$ cat config.mk
export PLATFORM = sky130hd
export DESIGN_NAME = gmii_rx_slot_writer
export DESIGN_NICKNAME = d
export VERILOG_FILES = /design/src/rtl/gmii_rx_slot_writer.sv
export SDC_FILE = /design/constraint.sdc
export NUM_CORES = 1
export LEC_CHECK = 0
export ABC_AREA = 1
export BUFFER_PORTS_ARGS = -buffer_cell sky130_fd_sc_hd__buf_2
export CORE_MARGIN = 2
export CORE_UTILIZATION = 38
export DETAILED_ROUTE_END_ITERATION = 8
export SLEW_MARGIN = 40
export SYNTH_ARGS = -nofsm -noshare
export SYNTH_HDL_FRONTEND = slang
export SYNTH_SLANG_ARGS = --single-unit
$ cat constraint.sdc
create_clock -name gmii_rx_clk -period 3.3 [get_ports gmii_rx_clk]
set_clock_uncertainty 0.2 [all_clocks]
set_input_delay 0.165 -clock gmii_rx_clk [delete_from_list [all_inputs] [get_ports gmii_rx_clk]]
set_output_delay 0.165 -clock gmii_rx_clk [all_outputs]
set_load 0.02 [all_outputs]
$ cat src/rtl/gmii_rx_slot_writer.sv
// GMII receive front end: strips preamble/SFD, writes frame bytes into the RX slot RAM
// (port B), checks FCS/length/rx_er and publishes length and timestamp of good frames.
module gmii_rx_slot_writer #(
  parameter int MAX_LEN = 1522,
  parameter int MIN_LEN = 64
) (
  input  logic        gmii_rx_clk,
  input  logic        rstn,
  input  logic [7:0]  gmii_rxd,
  input  logic        gmii_rx_dv,
  input  logic        gmii_rx_er,
  input  logic [31:0] global_counter,
  input  logic        rx_empty,
  output logic [15:0] slot_data,
  output logic [1:0]  slot_byte_en,
  output logic [11:0] slot_address,
  output logic        slot_wr_en,
  output logic [31:0] rx_timestamp,
  output logic [11:0] rx_frame_len,
  output logic        rx_complete,
  output logic [15:0] rx_drop_cnt,
  output logic [15:0] rx_crc_err_cnt
);

  localparam logic [1:0] S_IDLE     = 2'd0;
  localparam logic [1:0] S_PREAMBLE = 2'd1;
  localparam logic [1:0] S_DATA     = 2'd2;
  localparam logic [1:0] S_DROP     = 2'd3;

  localparam logic [11:0] MAX_CNT = 12'(MAX_LEN);
  localparam logic [11:0] MIN_CNT = 12'(MIN_LEN);
  localparam logic [31:0] CRC_RESIDUE = 32'hDEBB20E3;

  logic [1:0]  state;
  logic [11:0] byte_cnt;
  logic [31:0] crc;
  logic [31:0] ts_pend;

  // Reflected CRC-32, one byte per call, LSB first as bytes arrive on GMII.
  function automatic logic [31:0] crc_byte(input logic [31:0] c, input logic [7:0] d);
    logic [31:0] r;
    r = c ^ {24'h0, d};
    for (int i = 0; i < 8; i++) begin
      r = r[0] ? ((r >> 1) ^ 32'hEDB88320) : (r >> 1);
    end
    return r;
  endfunction

  always_ff @(posedge gmii_rx_clk) begin
    if (!rstn) begin
      state          <= S_IDLE;
      byte_cnt       <= 12'd0;
      crc            <= 32'd0;
      ts_pend        <= 32'd0;
      slot_data      <= 16'd0;
      slot_byte_en   <= 2'd0;
      slot_address   <= 12'd0;
      slot_wr_en     <= 1'b0;
      rx_timestamp   <= 32'd0;
      rx_frame_len   <= 12'd0;
      rx_complete    <= 1'b0;
      rx_drop_cnt    <= 16'd0;
      rx_crc_err_cnt <= 16'd0;
    end else begin
      slot_wr_en  <= 1'b0;
      rx_complete <= 1'b0;
      case (state)
        S_IDLE: begin
          if (gmii_rx_dv) begin
            state <= (gmii_rxd == 8'h55) ? S_PREAMBLE : S_DROP;
          end
        end
        S_PREAMBLE: begin
          if (!gmii_rx_dv) begin
            state <= S_IDLE;
          end else if (gmii_rxd == 8'hD5) begin
            // The slot is claimed only here; a later rx_empty change does not matter.
            if (rx_empty) begin
              state    <= S_DATA;
              ts_pend  <= global_counter;
              byte_cnt <= 12'd0;
              crc      <= 32'hFFFFFFFF;
            end else begin
              state       <= S_DROP;
              rx_drop_cnt <= rx_drop_cnt + 16'd1;
            end
          end else if (gmii_rxd != 8'h55) begin
            state <= S_DROP;
          end
        end
        S_DATA: begin
          if (gmii_rx_dv) begin
            if (gmii_rx_er || (byte_cnt == MAX_CNT)) begin
              state       <= S_DROP;
              rx_drop_cnt <= rx_drop_cnt + 16'd1;
            end else begin
              slot_wr_en   <= 1'b1;
              slot_address <= {1'b0, byte_cnt[11:1]};
              slot_byte_en <= byte_cnt[0] ? 2'b01 : 2'b10;
              slot_data    <= byte_cnt[0] ? {8'h00, gmii_rxd} : {gmii_rxd, 8'h00};
              byte_cnt     <= byte_cnt + 12'd1;
              crc          <= crc_byte(crc, gmii_rxd);
            end
          end else begin
            state <= S_IDLE;
            if (byte_cnt < MIN_CNT) begin
              rx_drop_cnt <= rx_drop_cnt + 16'd1;
            end else if (crc != CRC_RESIDUE) begin
              rx_crc_err_cnt <= rx_crc_err_cnt + 16'd1;
            end else begin
              rx_frame_len <= byte_cnt;
              rx_timestamp <= ts_pend;
              rx_complete  <= 1'b1;
            end
          end
        end
        S_DROP: begin
          if (!gmii_rx_dv) begin
            state <= S_IDLE;
          end
        end
        default: state <= S_IDLE;
      endcase
    end
  end

endmodule

* Word level (Yosys, flattened, before mapping)
Index checks and enable logic that the tools add are counted.
** Storage, ports and cells
- Register bits after elaboration :: 185
- Bits in latches :: 0
- Bits in writable memories :: 0
- Memory bits (read-only) :: 0
- Output and inout port bits :: 108
- Word-level logic and storage cells :: 104
- Memories :: 0
** Cells by class
- $add $sub $neg :: 3
- Multiply operators :: 0
- Divide/modulo/power cells :: 0
- $lt $le $gt $ge :: 1
- Equality and inequality tests :: 19
- Shift operators :: 0
- Muxes and demuxes :: 41
- Bitwise operators :: 15
- Reductions and logical operators :: 12
** Operators with widths (number)
- 2-to-1 mux 32 bit :: 13
- 2-to-1 mux 16 bit :: 7
- NOT 13 -> 14 bit :: 8
- one-hot mux 32 bit (2 select lines) :: 1
- 2-to-1 mux 12 bit :: 5
- adder 16 x 1 -> 16 bit, second input constant :: 2
- != test 32 bit, second input constant :: 1
- one-hot mux 16 bit (2 select lines) :: 1
- XOR 32 x 8 -> 32 bit :: 1
- one-hot mux 12 bit (2 select lines) :: 1
- 2-to-1 mux 2 bit :: 9
- != test 2 bit, second input constant :: 8
- AND reduction 4 bit :: 4
- adder 12 x 1 -> 12 bit, second input constant :: 1
- equality test 12 x 11 -> 1 bit, second input constant :: 1
- less-than comparator 12 x 7 -> 1 bit, second input constant :: 1
- AND reduction 6 bit :: 2
- equality test 8 x 7 -> 1 bit, second input constant :: 1
- equality test 8 bit, second input constant :: 1
- != test 8 x 7 -> 1 bit, second input constant :: 1
- one-hot mux 2 bit (4 select lines) :: 1
- != test 3 bit, second input constant :: 2
- NOT 1 bit :: 6
- AND reduction 3 bit :: 2
- other kinds (8) :: 11

* Longest topological paths before layout
- Depth after elaboration :: 20
- Gate-level depth with buffers :: 13

* Least setup slack after synthesis
OpenSTA, ideal clock, no wires.
- Path kind :: register to register
- From :: register byte_cnt[0]
- To :: register crc[27]
- Library setup time :: 117 ps
- Arrival time :: 1649 ps
- Slack :: 1333 ps
- Cell stages (with the launch flop) :: 11
- Period minus slack after synthesis :: 1967 ps
- Cell sequence :: dfxtp_1 -> inv_1 -> ha_1 -> and3_1 -> nand4_1 -> nand2_1 -> nor2_2 -> clkbuf_2 -> o21ai_0 -> a21oi_1 -> nor2_1
** Between the ends
- Cells in the longest elaborated chain, start to end :: 4
** Ends and longest elaborated chain
- start, declared :: RTL line 35 : logic [11:0] byte_cnt;
- start signal, assigned :: RTL line 101 : byte_cnt <= byte_cnt + 12'd1;
- equality test 12 x 11 -> 1 bit :: RTL line 93 : if (gmii_rx_er || (byte_cnt == MAX_CNT)) begin
- logical OR 1 bit :: RTL line 93
- != test 2 bit (no source line)
- AND reduction 6 bit (no source line)
- end signal, assigned :: RTL line 102 : crc <= crc_byte(crc, gmii_rxd);
- end, declared :: RTL line 36 : logic [31:0] crc;
Every way passes these cells.
A chain may end at the register's enable or synchronous reset.

* Worst setup path after layout
- From :: register state[1]
- To :: register rx_timestamp[18]
** Between the ends
- Cells in the longest elaborated chain, start to end :: 2
** Ends and longest elaborated chain
- start, declared :: RTL line 34 : logic [1:0] state;
- start signal, assigned :: RTL line 70 : state <= (gmii_rxd == 8'h55) ? S_PREAMBLE : S_DROP;
- equality test 2 bit :: RTL line 67 : case (state)
- AND reduction 4 bit (no source line)
- end signal, assigned :: RTL line 112 : rx_timestamp <= ts_pend;
- end, declared :: RTL line 18 : output logic [31:0] rx_timestamp,
Every way passes these cells.

==> out/results.ini <==
[setup_path]
crit_top_cell=nand2_1
worst-path-max-fanout=56
cp_cell_sequence=nand2_2 -> nor2_1 -> nand2_1 -> inv_2 -> nand3_4 -> buf_12 -> nand2_1 -> nand2_1 -> nor2_1
criticalPathCategory=register to register
timing.rr.end=rx_timestamp[18]
rrSetupSlack_ns=0.80
critPathLaunchType=register
crit_slowest_cell=dfxtp_1
setup.worst_path.end_class=register
slowest_delay_ns=0.43
r2r_start=state[1]
cp_data_arrival_time_ns=2.67
required_ns=3.47
r2r_cells=9

[yosys]
synth_edf_count=0
synth-seq-cells=185
ys_types=34
synth_area_leaders=dfxtp_1 42%, nand2_1 16%, nor2_1 8.8%
yosysSeqAreaShare_pct=41.63
syn-num-nets=1378
synth_top_area_cell=dfxtp_1
synth_ff_type=dfxtp_1
synth_top_area_share_pct=41.63
syn_avg_cell_area_um2=6.694
synthesis.area_um2=8896
synth.most_common_cell=nand2_1
syn_inst=1329
async_flop_share_pct=0
yosysWarnings=0
synth_commonest_cells=370 x nand2_1, 209 x nor2_1, 185 x dfxtp_1

[route]
vias=8738
drc_errors=0
drtIter0Drc=555
wl_mm=25.14
first_pass_iters=5
vias_per_cell=4.801
routedWlPerCell_um=13.82
drtAntennaViolNets=0

[global_routing]
grt_usage_pct=20.69
grt.overflow.total=0
grt_use_met1_pct=26.90
grt.busiest_layer=met2
grt_use_met2_pct=34.36
grt_pass1_vias=8207
global_route.usage.met3_pct=5.121
grt_max_degree=69
grt_pass1_wl_mm=41.23
antenna_found_initial=1

[timing]
slew_headroom_pct=52.95
setup_ws_ns=0.8038
rsz0062_at_grt=no
fin_tns_setup_ns=0
final.period_utilization_pct=75.64
slew_violations=0
hold_violations=0
setup_viol=0
max_clock_freq_mhz=400.6
worstMarginPinSlew_ns=0.7057
period_minus_slack_ns=2.496

[die]
core_um2=22780
dieHeight_um=157.0
die_area_um2=24650
start_util_pct=39.06
die_width_um=157.0
num_rows=55
io_pins=153

[cts]
htreeDepth=4
cts_tree=done
clockBufferDepth=2
cts_resized=0
clkTransAtPathRegs_ns=0.08
cts-buffers-inserted=17
cts-root-buf=clkbuf_16
cts_hold_buf=40
insertion_delay_ns=0.44
cts.sinks=185
post_cts_buffers=0

[status]
status=completed

[min_path]
holdCritPathClass=primary input to register
hold_path_depth=5
whs_endpoint=state[1]
hold_start=gmii_rx_dv

[cells_and_area]
final_layout_size_suffix_gt1_share_pct=14.27
layout.area.seq_um2=3704
area.growth.synth_to_final_pct=22.98
layout.nets=1543
n_antenna_cell=0
final_core_utilization_pct=48.03
fillers=2311
multi_input_area_um2=4517

[power]
pwr_density_cell_nw_per_um2=587.1
finalPower_mw=6.423
p_leak_nw=5.136
ir_worst_vdd_mv=0.3140

[placed_design]
place_ws_ns=0.8026
gp_congestion=0.8673
dp_hpwl_mm=16.67
io_buffers=151

[job]
maxCapViolations=0

kinds of logic (layout without fill, tap and decap cells):
logic type / Yosys count / in the layout / synth area share, %
AOI/OAI and AO/OA: 186 / 186 / 10.58
xor gates and xnor gates: 71 / 71 / 6.990
adders and majority gates: 4 / 4 / 0.5626
buffers and inverters: 170 / 348 / 7.735
DFF: 185 / 185 / 41.63
other: 1 / 1 / 0.04215
and+or+nand+nor: 712 / 712 / 32.46
cell type report:
class	count	share of cell area, %
multi-input combinational	974	41.29
sequential	185	33.85
timing repair buffer	204	11.71
clock buffer	18	4.014
inverter	112	3.843
tap	313	3.580
clock inverter	14	1.715
registers in the layout, summed over array words and instances (netlist names), 12 cells and up:
register        cells
ts_pend            32
rx_frame_len       12
crc                32
rx_crc_err_cnt     16
byte_cnt           12
rx_timestamp       32
slot_data          16
rx_drop_cnt        16
worst max-delay path, delay by kind of cell (launching register included):
family	cells	cell delay, ns
DFF	1	0.43
buffers and inverters	2	0.62
and+or+nand+nor	7	1.13
layout by cell type, fill, tap and decap left out, types with 2 or more instances in the layout:
cell type and count:
o21ai_1 6, nor2_2 2, nor4_1 2, ha_1 4, o21ai_0 78, buf_12 2
buf_4 12, clkinv_8 6, inv_12 2, nor3_2 2, nand3b_1 3, xor2_1 45
xnor2_1 26, nand4_1 10, inv_6 3, inv_1 103, nand3_1 52, dlygate4sd3_1 40
nand2_1 370, inv_2 8, buf_2 150, clkbuf_16 17, inv_8 2, nor3_1 54
nor2_1 209, a21oi_1 98, dfxtp_1 185, nand2_2 4
per-stage QoR:
stage,instances,hold WS [ns],cell area (µm²)
finish,1820,0.001381,10940
global route,1820,0.04803,10940
CTS,1820,0.002956,10940
detailed placement,1748,0.2009,9913
global placement,1748,0.1946,9913
floorplan,1329,0.1071,8896
power by group:
group	internal (mW)	switching, mW	total, mW
Combinational	0.582	1.14	1.72
Clock	1.06	1.06	2.12
Sequential	2.41	0.171	2.58
Total	4.06	2.37	6.42
metal layers:
layer	vias up	share of wire, %
li1	4521	-
met1	3948	46
met2	244	45
met3	23	7.1
met4	2	1.4
met5	-	0.052
how the worst max path moves through the flow:
| stage | slack (ns) | cells past startpoint | from | end |
|---|---|---|---|---|
| after floorplan | 1.33 | 10 | byte_cnt[0] | crc[27] |
| after global placement | 0.81 | 9 | crc[7] | rx_crc_err_cnt[1] |
| after detailed placement | 0.80 | 9 | crc[7] | rx_crc_err_cnt[5] |
| after CTS | 0.80 | 9 | crc[7] | rx_crc_err_cnt[4] |
| after global routing | 0.58 | 9 | state[1] | rx_timestamp[5] |
| final | 0.80 | 9 | state[1] | rx_timestamp[18] |
No activity file was read; power rests on OpenSTA's default activity.
